File: config.mk
export PLATFORM = sky130hd
export DESIGN_NAME = alu_param
export DESIGN_NICKNAME = d
export VERILOG_FILES = /design/src/rtl/alu_pkg.sv /design/src/rtl/seq_muldiv.sv /design/src/rtl/alu_param.sv
export SDC_FILE = /design/constraint.sdc
export NUM_CORES = 1
export LEC_CHECK = 0
export ABC_AREA = 1
export CAP_MARGIN = 20
export CORE_UTILIZATION = 45
export CTS_CLUSTER_SIZE = 12
export DETAILED_ROUTE_END_ITERATION = 10
export PLACE_DENSITY_LB_ADDON = 0.15
export SYNTH_ARGS = -nofsm -noshare
export SYNTH_HDL_FRONTEND = slang
export SYNTH_SLANG_ARGS = --single-unit
File: constraint.sdc
create_clock -name clk -period 12.7 [get_ports clk]
set_input_delay 2.54 -clock clk [delete_from_list [all_inputs] [get_ports clk]]
set_output_delay 2.54 -clock clk [all_outputs]
set_load 0.05 [all_outputs]
File: src/rtl/alu_pkg.sv
// Shared ALU definitions: opcode and FSM encodings plus iteration-counter sizing.
// Latency: n/a (types and constant functions only).
// Backpressure: n/a.
package alu_pkg;

  localparam int WIDTH_MIN = 4;
  localparam int WIDTH_MAX = 64;

  typedef enum logic [2:0] {
    OP_ADD = 3'b000,
    OP_SUB = 3'b001,
    OP_MUL = 3'b010,
    OP_DIV = 3'b011,
    OP_AND = 3'b100,
    OP_OR  = 3'b101,
    OP_XOR = 3'b110,
    OP_SLT = 3'b111
  } op_e;

  typedef enum logic [1:0] {
    S_IDLE    = 2'b00,
    S_MUL_RUN = 2'b01,
    S_DIV_RUN = 2'b10
  } state_e;

  // Bits needed to hold values 0..n-1; called with WIDTH+1 so the counter can reach WIDTH.
  function automatic int clog2(input int n);
    int r;
    r = 0;
    while ((1 << r) < n) begin
      r = r + 1;
    end
    return r;
  endfunction

endpackage

File: src/rtl/seq_muldiv.sv
// Iterative signed mul/div datapath: shift-add multiply, restoring divide on magnitudes.
// Latency: load cycle plus WIDTH run cycles; last marks the run cycle whose results are final.
// Backpressure: none; the controller owns sequencing and drops requests while running.
module seq_muldiv
  import alu_pkg::*;
#(
  parameter int WIDTH = 16
) (
  input  logic                    clk,
  input  logic                    reset,
  input  logic                    load,
  input  logic                    run,
  input  logic                    is_div,
  input  logic signed [WIDTH-1:0] a,
  input  logic signed [WIDTH-1:0] b,
  output logic                    last,
  output logic signed [WIDTH-1:0] res,
  output logic signed [WIDTH-1:0] rem,
  output logic                    ovf
);

  localparam int CW = clog2(WIDTH + 1);
  localparam int W2 = 2 * WIDTH;

  // acc: product accumulator (mul) or partial remainder (div)
  // mcand: shifted multiplicand (mul) or divisor magnitude (div)
  // mplier: multiplier shifted right (mul) or dividend/quotient shifted left (div)
  logic [CW-1:0]    cnt_q, cnt_d;
  logic [W2-1:0]    acc_q, acc_d;
  logic [W2-1:0]    mcand_q, mcand_d;
  logic [WIDTH-1:0] mplier_q, mplier_d;
  logic             is_div_q, is_div_d;
  logic             neg_q, neg_d;
  logic             rneg_q, rneg_d;

  logic [WIDTH-1:0] a_mag, b_mag;
  logic [WIDTH:0]   r_sh, r_dvs, r_diff;
  logic             r_ge;
  logic [W2-1:0]    prod;
  logic [WIDTH-1:0] quo;

  // Operand magnitudes and the restoring-division trial subtract.
  always_comb begin
    a_mag  = a[WIDTH-1] ? -a : a;
    b_mag  = b[WIDTH-1] ? -b : b;
    r_sh   = {acc_q[WIDTH-1:0], mplier_q[WIDTH-1]};
    r_dvs  = {1'b0, mcand_q[WIDTH-1:0]};
    r_ge   = (r_sh >= r_dvs);
    r_diff = r_sh - r_dvs;
  end

  // Next-state: load operands, or advance one iteration while running.
  always_comb begin
    cnt_d    = cnt_q;
    acc_d    = acc_q;
    mcand_d  = mcand_q;
    mplier_d = mplier_q;
    is_div_d = is_div_q;
    neg_d    = neg_q;
    rneg_d   = rneg_q;
    if (load) begin
      cnt_d    = '0;
      acc_d    = '0;
      is_div_d = is_div;
      neg_d    = a[WIDTH-1] ^ b[WIDTH-1];
      rneg_d   = a[WIDTH-1];
      if (is_div) begin
        mcand_d  = {{WIDTH{1'b0}}, b_mag};
        mplier_d = a_mag;
      end else begin
        mcand_d  = {{WIDTH{1'b0}}, a_mag};
        mplier_d = b_mag;
      end
    end else if (run) begin
      cnt_d = cnt_q + CW'(1);
      if (is_div_q) begin
        acc_d    = {{(WIDTH-1){1'b0}}, (r_ge ? r_diff : r_sh)};
        mplier_d = {mplier_q[WIDTH-2:0], r_ge};
      end else begin
        if (mplier_q[0]) begin
          acc_d = acc_q + mcand_q;
        end
        mcand_d  = mcand_q << 1;
        mplier_d = mplier_q >> 1;
      end
    end
  end

  // Sign fix-up taken from the next-state values so the final step's results are ready on last.
  always_comb begin
    prod = neg_q ? -acc_d : acc_d;
    quo  = mplier_d;
    res  = '0;
    rem  = '0;
    ovf  = 1'b0;
    if (is_div_q) begin
      res = neg_q ? -quo : quo;
      rem = rneg_q ? -acc_d[WIDTH-1:0] : acc_d[WIDTH-1:0];
      // Only a positive quotient of 2^(WIDTH-1) (most negative / -1) cannot be represented.
      ovf = ~neg_q & quo[WIDTH-1];
    end else begin
      res = prod[WIDTH-1:0];
      // Product fits iff the upper WIDTH+1 bits are all copies of the sign.
      ovf = ~((&prod[W2-1:WIDTH-1]) | ~(|prod[W2-1:WIDTH-1]));
    end
  end

  assign last = run & (cnt_q == CW'(WIDTH - 1));

  // Iteration registers; reset clears everything, aborting any operation in flight.
  always_ff @(posedge clk or posedge reset) begin
    if (reset) begin
      cnt_q    <= '0;
      acc_q    <= '0;
      mcand_q  <= '0;
      mplier_q <= '0;
      is_div_q <= 1'b0;
      neg_q    <= 1'b0;
      rneg_q   <= 1'b0;
    end else begin
      cnt_q    <= cnt_d;
      acc_q    <= acc_d;
      mcand_q  <= mcand_d;
      mplier_q <= mplier_d;
      is_div_q <= is_div_d;
      neg_q    <= neg_d;
      rneg_q   <= rneg_d;
    end
  end

endmodule

File: src/rtl/alu_param.sv
// Parameterised signed ALU: single-cycle add/sub/logic/slt, iterative mul/div via seq_muldiv.
// Latency: done one cycle after start for single-cycle ops and div-by-zero, WIDTH+1 for mul/div.
// Backpressure: start is ignored (not queued) while busy; start alongside done is accepted.
module alu_param
  import alu_pkg::*;
#(
  parameter int WIDTH = 16
) (
  input  logic                    clk,
  input  logic                    reset,
  input  logic                    start,
  input  logic [2:0]              opcode,
  input  logic signed [WIDTH-1:0] A,
  input  logic signed [WIDTH-1:0] B,
  output logic signed [WIDTH-1:0] result,
  output logic signed [WIDTH-1:0] remainder,
  output logic                    done,
  output logic                    busy,
  output logic                    overflow,
  output logic                    div_by_zero
);

  state_e           state_q, state_d;
  logic [WIDTH-1:0] result_q, result_d;
  logic [WIDTH-1:0] rem_q, rem_d;
  logic             done_q, done_d;
  logic             ovf_q, ovf_d;
  logic             dbz_q, dbz_d;

  logic [WIDTH-1:0] sum, diff;
  logic             add_ovf, sub_ovf, slt_bit;

  logic                    seq_load, seq_run, seq_is_div, seq_last, seq_ovf;
  logic signed [WIDTH-1:0] seq_res, seq_rem;

  // Single-cycle arithmetic; overflow when operand signs allow it and the result sign flips.
  always_comb begin
    sum     = A + B;
    diff    = A - B;
    add_ovf = (A[WIDTH-1] == B[WIDTH-1]) && (sum[WIDTH-1] != A[WIDTH-1]);
    sub_ovf = (A[WIDTH-1] != B[WIDTH-1]) && (diff[WIDTH-1] != A[WIDTH-1]);
    slt_bit = (A < B);
  end

  assign seq_is_div = (opcode == OP_DIV);

  seq_muldiv #(
    .WIDTH(WIDTH)
  ) u_seq (
    .clk    (clk),
    .reset  (reset),
    .load   (seq_load),
    .run    (seq_run),
    .is_div (seq_is_div),
    .a      (A),
    .b      (B),
    .last   (seq_last),
    .res    (seq_res),
    .rem    (seq_rem),
    .ovf    (seq_ovf)
  );

  // Control FSM: accept start in IDLE, launch iterative ops, retire them on the last step.
  always_comb begin
    state_d  = state_q;
    result_d = result_q;
    rem_d    = rem_q;
    ovf_d    = ovf_q;
    dbz_d    = dbz_q;
    done_d   = 1'b0;
    seq_load = 1'b0;
    seq_run  = 1'b0;
    case (state_q)
      S_IDLE: begin
        if (start) begin
          case (op_e'(opcode))
            OP_MUL: begin
              seq_load = 1'b1;
              state_d  = S_MUL_RUN;
            end
            OP_DIV: begin
              if (B == '0) begin
                result_d = '1;
                rem_d    = A;
                ovf_d    = 1'b0;
                dbz_d    = 1'b1;
                done_d   = 1'b1;
              end else begin
                seq_load = 1'b1;
                state_d  = S_DIV_RUN;
              end
            end
            default: begin
              rem_d  = '0;
              ovf_d  = 1'b0;
              dbz_d  = 1'b0;
              done_d = 1'b1;
              case (op_e'(opcode))
                OP_ADD: begin
                  result_d = sum;
                  ovf_d    = add_ovf;
                end
                OP_SUB: begin
                  result_d = diff;
                  ovf_d    = sub_ovf;
                end
                OP_AND:  result_d = A & B;
                OP_OR:   result_d = A | B;
                OP_XOR:  result_d = A ^ B;
                default: result_d = {{(WIDTH-1){1'b0}}, slt_bit};
              endcase
            end
          endcase
        end
      end
      S_MUL_RUN, S_DIV_RUN: begin
        seq_run = 1'b1;
        if (seq_last) begin
          result_d = seq_res;
          rem_d    = seq_rem;
          ovf_d    = seq_ovf;
          dbz_d    = 1'b0;
          done_d   = 1'b1;
          state_d  = S_IDLE;
        end
      end
      default: state_d = S_IDLE;
    endcase
  end

  // State and result registers; outputs hold until the next done.
  always_ff @(posedge clk or posedge reset) begin
    if (reset) begin
      state_q  <= S_IDLE;
      result_q <= '0;
      rem_q    <= '0;
      done_q   <= 1'b0;
      ovf_q    <= 1'b0;
      dbz_q    <= 1'b0;
    end else begin
      state_q  <= state_d;
      result_q <= result_d;
      rem_q    <= rem_d;
      done_q   <= done_d;
      ovf_q    <= ovf_d;
      dbz_q    <= dbz_d;
    end
  end

  assign result      = result_q;
  assign remainder   = rem_q;
  assign done        = done_q;
  assign busy        = (state_q != S_IDLE);
  assign overflow    = ovf_q;
  assign div_by_zero = dbz_q;

endmodule

==> reports/metrics.csv, run 1 <==
metric,value,unit
antenna_cells_inserted,0,
synthDistinctLibCells,69,
syn_area,14800,sq um
layout_setup_ws,6.14,ns
routed_wl,57.2,mm
period_share,0.517,
nets,2568,
cts.sinks,125,
relSlewSlack,0.240,
grt_antenna_before_repair,1,
final_cell_mix,"nand2_1 (622), inv_1 (340), nor2_1 (253)",
hold_path_class,flop to flop,
max_freq,152,MHz
setup_viol,0,
crit_buf_inv,5,
fill_cells,3385,
ys_async_sr_fraction,1.00,
drv_cap,0,
clock_latency,0.43,ns
finalHoldViolations,0,
final_core_util,0.507,
viasPerCell,5.68,
slew_viol_final,0,
clock_skew,0.0122,ns
ios,74,
required,13.03,ns
vias,16400,
crit_type,input port to flop,
cts_tree,done,
drt_iter0_drc,1696,
gp_congestion,1.00,
grt.total_usage,0.343,
syn_to_final_growth,10.8,%
dp_slack,5.77,ns
cpPeakStageDelay,0.49,ns
grt_setup_unrepaired,false,
initial_core_util,0.457,
synth_flop_cell,dfrtp_1,
cts_resized,0,
synth_seq_area_share,0.211,
die-area,33700,sq um
drc,0,
cts_buffers,17,
synth_edf_count,0,
mostFrequentLayoutCell,nand2_1,
finalSetupTns,0,ns
hpwl,45.5,mm
num_rows,66,
worstSetupStartpointType,input port,
htree_levels,4,
period_minus_slack,6.56,ns
ant_nets,0,
cpMaxStageDelayCell,nor2_8,
wl_per_cell,19.9,microns
cts_setup_buffers,0,
endpoint_kind,flop,
arrival,6.89,ns
cts_max_path_buffers,2,
synth.ff_latch_count,125,
drive_gt1_frac,0.0665,
io_buffers,73,
crit_top_cell,nand2_1,
grt_overflow_total,0,
cp_max_fo,35,
crit_family,simple AND/OR/NAND/NOR gates,
die_height,184,microns
dieWidth,184,microns
grt_pass1_vias,15100,
grt_max_degree,80,
outcome,"complete, no violations",
tightest_slew,1.14,ns
postCtsHoldBufs,0,
yosys_warnings,0,
cts_root_buf,clkbuf_16,
synthCells,2394,
core,32500,sq um
clkTransAtPathRegs,0.06,ns
detail_route.first_pass.iterations,7,
grt_pass1_wl,88.1,mm
synth_nets,2539,
syn_avg_cell_area,6.20,sq um
area by class of cell:
class / count / area, sq um / share of cell area
multi-input cells: 1832 / 9950 / 0.605
flip-flops and latches: 125 / 3130 / 0.190
inverters: 357 / 1350 / 0.0821
repair buffers: 90 / 858 / 0.0522
well taps: 442 / 553 / 0.0336
clock buffers: 23 / 488 / 0.0297
clock inverters: 9 / 109 / 0.00662
metal layers:
layer / track usage / share of wire / vias up
li1: - / - / 7891
met1: 0.474 / 0.45 / 7597
met2: 0.534 / 0.44 / 744
met3: 0.0473 / 0.077 / 117
met4: 0.142 / 0.037 / 2
met5: 0 / 0.00023 / -
tightest hold or removal path, delay by kind of cell (launching register included):
family           cells  cell delay [ns]
AND/OR/NAND/NOR      2             0.11
flip-flops           1             0.34
synth_stat cells (5+ instances only):
| library cell | count | area share |
|---|---|---|
| ha_1 | 103 | 0.087 |
| nand4_1 | 32 | 0.013 |
| o221ai_1 | 10 | 0.0059 |
| a22oi_1 | 9 | 0.0046 |
| nand3_1 | 160 | 0.054 |
| nand2_1 | 622 | 0.16 |
| o2111ai_1 | 7 | 0.0041 |
| buf_4 | 10 | 0.0051 |
| o21ai_1 | 5 | 0.0017 |
| nor2_1 | 253 | 0.064 |
| nor2_2 | 18 | 0.0076 |
| a221oi_1 | 9 | 0.0053 |
| o211ai_1 | 27 | 0.014 |
| o21ai_0 | 126 | 0.042 |
| nand3b_1 | 7 | 0.0035 |
| inv_1 | 341 | 0.086 |
| inv_2 | 10 | 0.0025 |
| a21oi_1 | 180 | 0.061 |
| xnor2_1 | 7 | 0.0041 |
| a31oi_1 | 23 | 0.0097 |
| nor2_4 | 11 | 0.0083 |
| o21a_1 | 5 | 0.0025 |
| xor2_1 | 43 | 0.025 |
| nor3_1 | 28 | 0.0094 |
| nand2_2 | 27 | 0.011 |
| o22ai_1 | 22 | 0.0093 |
| dfrtp_1 | 125 | 0.21 |
| buf_2 | 17 | 0.0057 |
| nand2_4 | 5 | 0.0038 |
| o31ai_1 | 7 | 0.0035 |
| nand3_2 | 14 | 0.0094 |
| nor4_1 | 8 | 0.0034 |
| o21bai_1 | 10 | 0.0051 |
| clkbuf_1 | 45 | 0.011 |
| or2_2 | 7 | 0.0030 |
logic make-up after synthesis:
logic type,synth area share
buffers and inverters,0.119
DFF,0.211
and+or+nand+nor,0.358
AOI/OAI and AO/OA,0.190
muxes,0.000674
xor gates and xnor gates,0.0295
adders and majority gates,0.0922
flip-flops by register name (all words and copies together), names as in the netlist, 2 cells and up:
signal,cells
result,16
u_seq.mcand_q,32
state_q,2
remainder,16
u_seq.cnt_q,5
u_seq.acc_q,32
u_seq.mplier_q,16
per-stage QoR:
stage / cells / instance area [sq um] / hold WS, ns
3_3_place_gp: 2846 / 15800 / 0.472
4_1_cts: 2878 / 16400 / 0.495
6_report: 2878 / 16400 / 0.493
5_1_grt: 2878 / 16400 / 0.516
3_5_place_dp: 2846 / 15800 / 0.475
2_1_floorplan: 2394 / 14800 / 0.468
final timing paths:
| path | slack, ns | cells after the start | end | from |
|---|---|---|---|---|
| min in group asynchronous | 2.61 | 2 | done | reset |
| worst min-delay path | 0.49 | 2 | result[15] | result[15] |
| worst max-delay path | 6.14 | 33 | overflow | B[1] |
| worst max register to register | 7.97 | 30 | overflow | u_seq.mcand_q[10] |
| worst min register to register | 0.49 | 2 | result[15] | result[15] |
| max in group asynchronous | 8.72 | 3 | remainder[12] | reset |
Power of run 1 is left out: the tool's default activity adds up to more than one toggle a clock period on the data nets, which glitch-free logic cannot reach.
==> run 2: changes to the inputs <==
- clock period: 12.7 -> 5.5 ns (I/O delays scaled with it)
==> reports/metrics.csv, run 2 (synthesis results as in run 1) <==
metric,value,unit,change
outcome,"complete, no violations",,unchanged
final_core_util,0.513,,was 0.507
cts_setup_buffers,0,,unchanged
nets,2593,,"was 2,568"
mostFrequentLayoutCell,nand2_1,,unchanged
multi_input_area,9950,sq um,unchanged
htree_levels,4,,unchanged
setup_viol,0,,unchanged
viasPerCell,5.72,,was 5.68
num_rows,66,,unchanged
drt_iter0_drc,1698,,"was 1,696"
grt_setup_unrepaired,false,,unchanged
layout_setup_ws,0.672,ns,was 6.14 ns
io_buffers,73,,unchanged
grt.total_usage,0.360,,was 0.343
hpwl,47.9,mm,was 45.5 mm
die-area,33700,sq um,unchanged
post-place-cells,2871,,"was 2,846"
finalSetupTns,0,ns,unchanged
ios,74,,unchanged
grt_overflow_total,0,,unchanged
finalNonFillerCells,2902,,"was 2,878"
arrival,5.15,ns,was 6.89 ns
gp_congestion,0.957,,was 1.00
cts_tree,done,,unchanged
cts_root_buf,clkbuf_16,,unchanged
postCtsHoldBufs,0,,unchanged
cts.sinks,125,,unchanged
final_cell_mix,"nand2_1 (622), inv_1 (340), nor2_1 (253)",,unchanged
antenna_cells_inserted,0,,unchanged
required,5.82,ns,was 13.03 ns
crit_top_cell,nand2_1,,unchanged
crit_type,input port to flop,,unchanged
hold_path_class,flop to flop,,unchanged
clock_skew,0.0106,ns,was 0.0122 ns
seq_area,3130,sq um,unchanged
cts_max_path_buffers,2,,unchanged
dp_slack,0.304,ns,was 5.77 ns
endpoint_kind,flop,,unchanged
grt_antenna_before_repair,0,,was 1
period_share,0.878,,
grt_max_degree,79,,was 80
dieWidth,184,microns,unchanged
slew_viol_final,0,,unchanged
initial_core_util,0.457,,unchanged
grt_pass1_wl,92.1,mm,was 88.1 mm
drc,0,,unchanged
drv_cap,0,,unchanged
clock_latency,0.43,ns,about the same
cp_max_fo,21,,was 35
cts_buffers,17,,unchanged
period_minus_slack,4.83,ns,
clkTransAtPathRegs,0.06,ns,about the same
largest_registers,"u_seq.acc_q: 32 flops, u_seq.mcand_q: 32 flops",,unchanged
cpMaxStageDelayCell,clkdlybuf4s50_1,,was nor2_8
grt_pass1_vias,15500,,"was 15,100"
syn_to_final_growth,12.1,%,was 10.8%
core,32500,sq um,unchanged
vias,16600,,"was 16,400"
detail_route.first_pass.iterations,8,,was 7
finalHoldViolations,0,,unchanged
cpPeakStageDelay,0.47,ns,was 0.49 ns
cts_resized,0,,unchanged
worstSetupStartpointType,input port,,unchanged
tightest_slew,0.874,ns,was 1.14 ns
fill_cells,3435,,"was 3,385"
die_height,184,microns,unchanged
ant_nets,0,,unchanged
relSlewSlack,0.417,,was 0.240
routed_wl,59.7,mm,was 57.2 mm
drive_gt1_frac,0.0744,,was 0.0665
max_freq,207,MHz,
wl_per_cell,20.6,microns,was 19.9 microns
==> run 2: changes by cell type in the layout (fill, tap and decap cells not counted) <==
cell / change
buf_12: +1
inv_6: -1
clkinvlp_4: -4
clkinv_4: +1
clkbuf_8: -1
clkbuf_1: +3
bufinv_16: +1
buf_4: +24
==> run 2: area by class of cell <==
class,instances,area share
clock buffer,25,0.0292
clock inverter,6,0.00654
inverter,357,0.0811
multi-input combinational,1832,0.598
sequential,125,0.188
tap,442,0.0332
timing repair buffer,115,0.0636
==> run 2: worst paths after layout <==
path	from	endpoint	slack, ns	depth (start not counted)
min in group asynchronous	reset	remainder[0]	1.17	2
max in group asynchronous	reset	u_seq.acc_q[21]	3.47	3
worst max register to register	u_seq.mcand_q[10]	overflow	0.85	30
worst min-delay path	result[15]	result[15]	0.49	2
worst max-delay path	B[1]	result[15]	0.67	28
worst min register to register	result[15]	result[15]	0.49	2
==> run 2: routing by layer <==
metal	track usage	vias to the layer above	wire, microns
met2	0.580	722	27100
met3	0.0400	94	4130
met5	0	-	0
li1	-	7945	-
met4	0.132	0	2050
met1	0.494	7851	26300
==> run 2: through the flow <==
step           hold slack, ns  cell area [sq um]
3_5_place_dp            0.478              16000
6_report                0.493              16600
4_1_cts                 0.496              16600
3_3_place_gp            0.476              16000
5_1_grt                 0.529              16600
2_1_floorplan           0.468              14800
==> run 2: worst max-delay path: cells and delay by family <==
family | cells | cell delay [ns]
and+or+nand+nor | 18 | 1.78
buffers and inverters | 5 | 1.42
AOI/OAI and AO/OA | 3 | 0.44
adders and majority gates | 1 | 0.27
xor gates and xnor gates | 1 | 0.12
Power of run 2 is left out for the same reason.
==> run 3: changes to the inputs <==
- SLEW_MARGIN: not set -> 20
==> results of run 3 <==
Final layout, timing and power as in run 2 (identical DEF).
Power of run 3 is left out for the same reason.
